$ cat src/rtl/lcg_pkg.sv
// Shared encodings for the LCG shift/load register: operation modes and
// the serial-shift FSM states.
package lcg_pkg;

   typedef enum logic [2:0] {
      MODE_LOAD = 3'd0,
      MODE_SHL  = 3'd1,
      MODE_SHR  = 3'd2,
      MODE_ROL  = 3'd3,
      MODE_SSHL = 3'd4
   } mode_e;

   typedef enum logic {
      ST_IDLE   = 1'b0,
      ST_SERIAL = 1'b1
   } state_e;

endpackage

$ cat src/rtl/lcg_barrel_shift.sv
// Combinational barrel shifter for the single-cycle modes: SHL, SHR and ROL.
// LOAD, SSHL and the reserved codes pass the word through unchanged.
module lcg_barrel_shift
   import lcg_pkg::*;
#(
   parameter int N  = 32,
   parameter int RW = $clog2(N)
) (
   input  logic [N-1:0]  data_i,
   input  logic [RW-1:0] amount_i,
   input  logic [2:0]    mode_i,
   output logic [N-1:0]  shifted_o
);

   logic [31:0]    rot_amt;
   logic [2*N-1:0] rot_dbl;

   // Rotation wraps modulo N; shifting a doubled word keeps the wrapped
   // bits in the upper half without a variable right shift.
   always_comb begin
      rot_amt = 32'(amount_i) % 32'(N);
      rot_dbl = {data_i, data_i} << rot_amt;
   end

   // Shift amounts of N or more fall off the word and leave zero.
   always_comb begin
      shifted_o = data_i;
      case (mode_i)
         MODE_SHL: shifted_o = data_i << amount_i;
         MODE_SHR: shifted_o = data_i >> amount_i;
         MODE_ROL: shifted_o = rot_dbl[2*N-1:N];
         default:  shifted_o = data_i;
      endcase
   end

endmodule

$ cat src/rtl/lcg_shift_reg.sv
// Multi-mode N-bit shift/load register feeding the x*(2^r+1)+b adder:
// single-cycle load/shift/rotate, plus a one-bit-per-clock serial shift left.
module lcg_shift_reg
   import lcg_pkg::*;
#(
   parameter int N  = 32,
   parameter int RW = $clog2(N)
) (
   input  logic          clk,
   input  logic          rst_n,
   input  logic          start,
   input  logic [2:0]    mode,
   input  logic [N-1:0]  p_in,
   input  logic [RW-1:0] r,
   output logic [N-1:0]  p_out,
   output logic          busy,
   output logic          done,
   output state_e        dbg_state
);

   // Handshake: start is a one-cycle request honoured only in IDLE (busy=0);
   // done pulses for one cycle once p_out holds the final result, and a new
   // start may be presented in that same cycle.

   state_e        state_q;
   logic [N-1:0]  p_q;
   logic [RW-1:0] count_q;
   logic          busy_q;
   logic          done_q;
   logic [N-1:0]  shift_d;

   lcg_barrel_shift #(.N(N), .RW(RW)) u_shift (
      .data_i    (p_in),
      .amount_i  (r),
      .mode_i    (mode),
      .shifted_o (shift_d)
   );

   always_ff @(posedge clk or negedge rst_n) begin
      if (!rst_n) begin
         state_q <= ST_IDLE;
         p_q     <= '0;
         count_q <= '0;
         busy_q  <= 1'b0;
         done_q  <= 1'b0;
      end else begin
         done_q <= 1'b0;
         case (state_q)
            ST_IDLE: begin
               if (start) begin
                  if (mode == MODE_SSHL) begin
                     p_q     <= p_in;
                     count_q <= r;
                     if (r == '0) begin
                        done_q <= 1'b1;
                     end else begin
                        state_q <= ST_SERIAL;
                        busy_q  <= 1'b1;
                     end
                  end else begin
                     p_q    <= shift_d;
                     done_q <= 1'b1;
                  end
               end
            end
            ST_SERIAL: begin
               // count_q holds the shifts still to do, including this one.
               p_q     <= p_q << 1;
               count_q <= count_q - RW'(1);
               if (count_q == RW'(1)) begin
                  state_q <= ST_IDLE;
                  busy_q  <= 1'b0;
                  done_q  <= 1'b1;
               end
            end
            default: state_q <= ST_IDLE;
         endcase
      end
   end

   assign p_out     = p_q;
   assign busy      = busy_q;
   assign done      = done_q;
   assign dbg_state = state_q;

endmodule

$ cat config.mk
export PLATFORM = sky130hd
export DESIGN_NAME = lcg_shift_reg
export DESIGN_NICKNAME = d
export VERILOG_FILES = /design/src/rtl/lcg_pkg.sv /design/src/rtl/lcg_barrel_shift.sv /design/src/rtl/lcg_shift_reg.sv
export SDC_FILE = /design/constraint.sdc
export NUM_CORES = 1
export LEC_CHECK = 0
export CELL_PAD_IN_SITES_DETAIL_PLACEMENT = 1
export CELL_PAD_IN_SITES_GLOBAL_PLACEMENT = 1
export CORE_MARGIN = 3
export CORE_UTILIZATION = 45
export CTS_CLUSTER_DIAMETER = 100
export DETAILED_ROUTE_END_ITERATION = 7
export PLACE_DENSITY = 0.87
export REMOVE_ABC_BUFFERS = 1
export SLEW_MARGIN = 20
export SYNTH_ARGS = -nofsm -noshare
export SYNTH_HDL_FRONTEND = slang
export SYNTH_SLANG_ARGS = --single-unit
$ cat constraint.sdc
create_clock -name clk -period 3.9 [get_ports clk]
set_input_delay 0.975 -clock clk [delete_from_list [all_inputs] [get_ports clk]]
set_output_delay 0.975 -clock clk [all_outputs]
set_load 0.05 [all_outputs]
### After elaboration in Yosys (flattened, before gate mapping)

Cells that the tools add are included.

| storage, ports and cells | value |
|---|---|
| register bits after elaboration | 40 |
| bits of input ports | 43 |

| cells by class | value |
|---|---|
| $add $sub $neg | 1 |
| equality and inequality tests | 9 |
| reductions and logical operators | 3 |
| shifts and indexed selects | 3 |
| mux-type cells | 22 |
| bitwise gates (word level) | 1 |

Operators with widths:

| operator | count |
|---|---|
| case mux 32 bit (3 select lines) | 1 |
| 2-to-1 mux 32 bit | 2 |
| case mux 32 bit (2 select lines) | 1 |
| << shifter 64 x 5 -> 64 bit | 1 |
| << shifter 32 x 5 -> 32 bit | 1 |
| >> shifter 32 x 5 -> 32 bit | 1 |
| 2-to-1 mux 1 bit | 12 |
| 2-to-1 mux 5 bit | 2 |
| case mux 5 bit (2 select lines) | 1 |
| equality test 3 x 2 -> 1 bit (second input constant) | 2 |
| != test 2 bit (second input constant) | 3 |
| case mux 1 bit (2 select lines) | 3 |
| equality test 5 x 1 -> 1 bit (second input constant) | 1 |
| logical NOT 5 bit | 1 |
| subtractor 5 x 1 -> 5 bit (second input constant) | 1 |
| AND reduction 4 bit | 1 |
| equality test 3 x 1 -> 1 bit (second input constant) | 1 |
| equality test 3 bit (second input constant) | 1 |
| != test 2 x 1 -> 1 bit (second input constant) | 1 |
| AND reduction 2 bit | 1 |
| NOT 1 bit | 1 |

### Logic depth before layout (Yosys ltp)

| logic depth | value |
|---|---|
| depth in word-level cells | 5 |
| gate-level depth with buffers | 10 |
| gate-level depth less buffers | 6 |

### Hierarchy

From an unflattened synthesis, not the netlist that was laid out.

| unflattened totals | value |
|---|---|
| cell total of the unflattened synthesis | 778 |
| area, all modules | 6,796.5 um^2 |

Modules (own cells, without submodules):

| module | sequential area each (um^2) | area an instance (um^2) | cells an instance | instances |
|---|---|---|---|---|
| lcg_barrel_shift | 0.0 | 4,555.6 | 556 | 1 |
| lcg_shift_reg | 1,001.0 | 2,240.9 | 222 | 1 |

### Worst setup path before layout

No wires, ideal clock.

| path | value |
|---|---|
| kind | input to register |
| from | input r[0] |
| to | register p_q[6], in the netlist p_out[6] |
| stages | 7 |
| path slack | 0.989 ns |
| arrival time | 2.785 ns |
| setup time | 0.126 ns |
| data required time | 3.774 ns |
| buffers on the path | 2 |
| cells stage by stage | buf_6 buf_6 mux4_2 a221o_1 a221oi_2 nand4_1 a221o_1 |

| on the way | value |
|---|---|
| cells in the longest elaborated chain, start to end | 5 |
| elaborated cells on any way between the ends | 7 |
| classes of those cells | 3 x shift; 4 x mux |

Ends and longest elaborated chain:

| item | RTL line | RTL |
|---|---|---|
| start: declaration | lcg_shift_reg.sv:14 | `input logic [RW-1:0] r,` |
| << shifter 64 x 5 -> 64 bit (tied with other cells) | lcg_barrel_shift.sv:22 | `rot_dbl = {data_i, data_i} << rot_amt;` |
| case mux 32 bit (3 select lines) (*) | lcg_barrel_shift.sv:28 | `case (mode_i)` |
| 2-to-1 mux 32 bit (*) | lcg_shift_reg.sv:51 | `if (mode == MODE_SSHL) begin` |
| 2-to-1 mux 32 bit (*) | lcg_shift_reg.sv:50 | `if (start) begin` |
| case mux 32 bit (2 select lines) (*) | lcg_shift_reg.sv:48 | `case (state_q)` |
| end signal: assignment | lcg_shift_reg.sv:52 | `p_q <= p_in;` |
| end signal: assignment | lcg_shift_reg.sv:61 | `p_q <= shift_d;` |
| end signal: assignment | lcg_shift_reg.sv:68 | `p_q <= p_q << 1;` |
| end: declaration | lcg_shift_reg.sv:26 | `logic [N-1:0] p_q;` |

Mark *: on every way between the ends. The rest lies on a longest branch, timed or not. The select of a mux whose other input is x is not followed.
A chain may end at the register's enable or synchronous reset.

### Final worst setup path

| path | value |
|---|---|
| from | input p_in[6] |
| to | register p_q[17], in the netlist p_out[17] |

| on the way | value |
|---|---|
| cells in the longest elaborated chain, start to end | 5 |
| elaborated cells on any way between the ends | 7 |
| classes of those cells | 3 x shift; 4 x mux |

Ends and longest elaborated chain:

| item | RTL line | RTL |
|---|---|---|
| start: declaration | lcg_shift_reg.sv:13 | `input logic [N-1:0] p_in,` |
| << shifter 64 x 5 -> 64 bit (tied with other cells) | lcg_barrel_shift.sv:22 |  |
| case mux 32 bit (3 select lines) (*) | lcg_barrel_shift.sv:28 |  |
| 2-to-1 mux 32 bit (*) | lcg_shift_reg.sv:51 |  |
| 2-to-1 mux 32 bit (*) | lcg_shift_reg.sv:50 |  |
| case mux 32 bit (2 select lines) (*) | lcg_shift_reg.sv:48 |  |

Marked as above.

==> flow_results.xml <==
<?xml version="1.0" encoding="UTF-8"?>
<metrics>
  <group name="run_status">
    <metric name="run_status" unit="">completed</metric>
  </group>
  <group name="detailed_routing">
    <metric name="first_pass_iters" unit="">6</metric>
    <metric name="drc" unit="">0</metric>
    <metric name="ratio_of_routed_vias_to_standard_cells" unit="">7.996</metric>
    <metric name="detailroute.via_count" unit="">7844</metric>
    <metric name="detail_route.wirelength" unit="um">35030</metric>
    <metric name="antenna_violating_nets_post_route" unit="">0</metric>
    <metric name="wire_per_inst" unit="um">35.71</metric>
    <metric name="number_of_violations_reported_at_the_end_of_detailed_routing_iteration_0" unit="">1135</metric>
  </group>
  <group name="yosys">
    <metric name="synth_edf_count" unit="">0</metric>
    <metric name="flop_and_latch_count_out_of_synthesis" unit="">40</metric>
    <metric name="netlist-cell-type-count" unit="">73</metric>
    <metric name="synth_area_leaders" unit="">mux4_2 25%, dfrtp_1 15%, mux2i_1 7.9%</metric>
    <metric name="postSynth.asyncResetShare" unit="">1.000</metric>
    <metric name="ys.flop_type" unit="">dfrtp_1</metric>
    <metric name="register_area_share_after_synthesis" unit="">0.1490</metric>
    <metric name="synthDominantAreaCellType" unit="">mux4_2</metric>
    <metric name="post-synth-top-area-fraction" unit="">0.2481</metric>
    <metric name="postSynthCellCount" unit="">738</metric>
    <metric name="post_synth_instance_area" unit="um^2">6718</metric>
    <metric name="postSynthAreaPerCell" unit="um^2">9.103</metric>
    <metric name="synth.yosys.warnings" unit="">0</metric>
  </group>
  <group name="finish">
    <metric name="most-common-layout-cells" unit="">74 x mux4_2, 72 x clkdlybuf4s50_1, 68 x buf_4, 59 x nand2_1, 53 x mux2i_1</metric>
    <metric name="post_route_cells_drive_above_1_share" unit="">0.2371</metric>
    <metric name="layout.cells.non_filler" unit="">981</metric>
    <metric name="leading_cell_type_in_the_layout_fill_and_taps_excluded" unit="">mux4_2</metric>
    <metric name="final_design_area_no_fill" unit="um^2">8036</metric>
    <metric name="num_antenna_cells" unit="">0</metric>
    <metric name="areaGrowthSynthToFinish" unit="%">19.63</metric>
    <metric name="fin_nets" unit="">841</metric>
    <metric name="final_util" unit="">0.5509</metric>
  </group>
  <group name="worst_setup_path">
    <metric name="critPathKind" unit="">input port to flip-flop</metric>
    <metric name="worstSetupEndpointType" unit="">flip-flop</metric>
    <metric name="r2r-start" unit="">dbg_state$_DFF_PN0_</metric>
    <metric name="worstPathArrival" unit="ps">3730</metric>
    <metric name="startpoint" unit="">p_in[6]</metric>
    <metric name="worstSetupStartpointType" unit="">input port</metric>
    <metric name="cp_required" unit="ps">4060</metric>
    <metric name="crit_fanout" unit="">12</metric>
  </group>
  <group name="global_route">
    <metric name="global_route_wire_length_before_repair" unit="um">51910</metric>
    <metric name="grt_max_degree" unit="">41</metric>
    <metric name="number_of_antenna_violations_at_the_first_check_in_global_routing" unit="">0</metric>
    <metric name="globalRoute.totalOverflow" unit="">0</metric>
    <metric name="grtUsageTotal" unit="">0.4248</metric>
    <metric name="grt_pass1_vias" unit="">7682</metric>
  </group>
  <group name="sta">
    <metric name="hold_violations" unit="">0</metric>
    <metric name="report.final.setup_viol" unit="">0</metric>
    <metric name="maxClockFrequency" unit="MHz">279.7</metric>
    <metric name="finalWorstPathRequiredPeriod" unit="ps">3575</metric>
    <metric name="worst-slew-pin-transition" unit="ps">1023</metric>
    <metric name="rsz0062_at_grt" unit="">no</metric>
    <metric name="slew_headroom" unit="">0.3179</metric>
    <metric name="timing.setup.tns" unit="ps">0</metric>
    <metric name="worst_clock_skew" unit="ps">5.882</metric>
    <metric name="min_period_over_period" unit="">0.9167</metric>
    <metric name="drv_slew" unit="">0</metric>
  </group>
  <group name="clock_tree">
    <metric name="ctsRootBufferMaster" unit="">clkbuf_16</metric>
    <metric name="tritoncts" unit="">done</metric>
    <metric name="clk_path_buf_depth" unit="">2</metric>
    <metric name="hold_buffers" unit="">0</metric>
    <metric name="postCtsResizedCells" unit="">0</metric>
    <metric name="clkLatencyLatePin" unit="ps">300</metric>
    <metric name="post-cts-setup-buffer-count" unit="">0</metric>
    <metric name="numCtsBuffers" unit="">5</metric>
    <metric name="cts_num_sinks" unit="">40</metric>
    <metric name="clock_transition_at_the_register_clock_pins_on_the_worst_setup_and_hold_paths_after_cts" unit="ps">60</metric>
    <metric name="cts_max_level" unit="">2</metric>
  </group>
  <group name="floorplan">
    <metric name="core_area" unit="um^2">14590</metric>
    <metric name="die_height" unit="um">128.2</metric>
    <metric name="design.portCount" unit="">78</metric>
    <metric name="start_util" unit="">0.4605</metric>
    <metric name="floorplan.die_area" unit="um^2">16430</metric>
    <metric name="chipWidth" unit="um">128.2</metric>
    <metric name="placement_rows" unit="">44</metric>
  </group>
  <group name="power">
    <metric name="cellLeakagePower" unit="nW">3.063</metric>
    <metric name="report.power.total" unit="mW">2.570</metric>
    <metric name="power-per-cell-area" unit="nW/um^2">319.8</metric>
    <metric name="peakVddDrop" unit="V">0.0001674</metric>
  </group>
  <group name="min_path">
    <metric name="hold_path.startpoint" unit="">p_out[19]$_DFFE_PN0P_</metric>
    <metric name="worst_hold_class" unit="">flip-flop to flip-flop</metric>
  </group>
  <group name="place">
    <metric name="area_after_dpl" unit="um^2">7886</metric>
    <metric name="place.gp.congestion" unit="">1.099</metric>
    <metric name="placed_cells_incl_taps" unit="">973</metric>
    <metric name="quantity_of_i_o_buffers_inserted_on_ports" unit="">77</metric>
    <metric name="hpwl" unit="um">26510</metric>
  </group>
  <group name="run">
    <metric name="drv.max_cap_violation_count" unit="">0</metric>
  </group>
</metrics>
Yosys cell counts, types with 17 or more instances:
master	count
a211oi_1	17
nor3_1	21
clkbuf_1	68
a21oi_1	35
o221ai_1	21
nor2_1	45
mux4_2	74
o21ai_0	32
dfrtp_1	40
mux2_2	21
nand2_1	59
mux2i_1	53
through the flow:
stage	hold WS (ps)	setup WS, ps
4_1_cts	553.9	465.1
3_5_place_dp	535.6	165.0
2_1_floorplan	490.4	715.3
5_1_grt	579.8	357.8
6_report	556.8	324.7
3_3_place_gp	515.5	140.6
critical path, stage by stage:
cell and delay [ps]:
clkdlybuf4s50_1 810, mux4_2 680, mux4_2 490, o21a_1 180
a211oi_1 460, o31ai_1 130
layout make-up:
| class | count | area, um^2 |
|---|---|---|
| well taps | 184 | 230.2 |
| flip-flops and latches | 40 | 1002 |
| clock inverters | 1 | 7.507 |
| fillers | 1659 | 6553 |
| multi-input cells | 584 | 5194 |
| inverters | 13 | 48.80 |
| repair buffers | 152 | 1411 |
| clock buffers | 7 | 142.6 |
sequential cells by signal (all words and copies together) (netlist names):
name,flops
busy,1
count_q,5
dbg_state,1
done,1
p_out,32
where the power goes:
part	switching, mW	internal (mW)
clock	0.191	0.256
combinational	0.927	0.575
sequential	0.111	0.510
total	1.23	1.34
cells by family after synthesis:
family          share of synthesized area
flops                              0.1490
simple gates                       0.1559
compound gates                     0.2369
xor+xnor                         0.003912
mux                                0.3718
buf+inv                           0.07878
fa+ha+maj                        0.003724
path summary, 6_finish.rpt:
path | depth (start not counted) | slack, ps | endpoint
min in group asynchronous | 1 | 860 | p_out[30]$_DFFE_PN0P_
setup / recovery | 6 | 320 | p_out[17]$_DFFE_PN0P_
max in group asynchronous | 1 | 2360 | dbg_state$_DFF_PN0_
setup reg to reg | 5 | 1390 | p_out[15]$_DFFE_PN0P_
hold / removal | 2 | 560 | p_out[20]$_DFFE_PN0P_
hold reg to reg | 2 | 560 | p_out[20]$_DFFE_PN0P_
per-layer routing:
| layer | global-route usage | up-vias | wire length, um |
|---|---|---|---|
| met2 | 0.6237 | 690 | 15210 |
| met4 | 0.2116 | 0 | 2219 |
| met3 | 0.1263 | 143 | 4612 |
| met5 | 0 | - | 0 |
| li1 | - | 3072 | - |
| met1 | 0.5693 | 3939 | 12990 |
No activity file was read; power rests on OpenSTA's default activity.
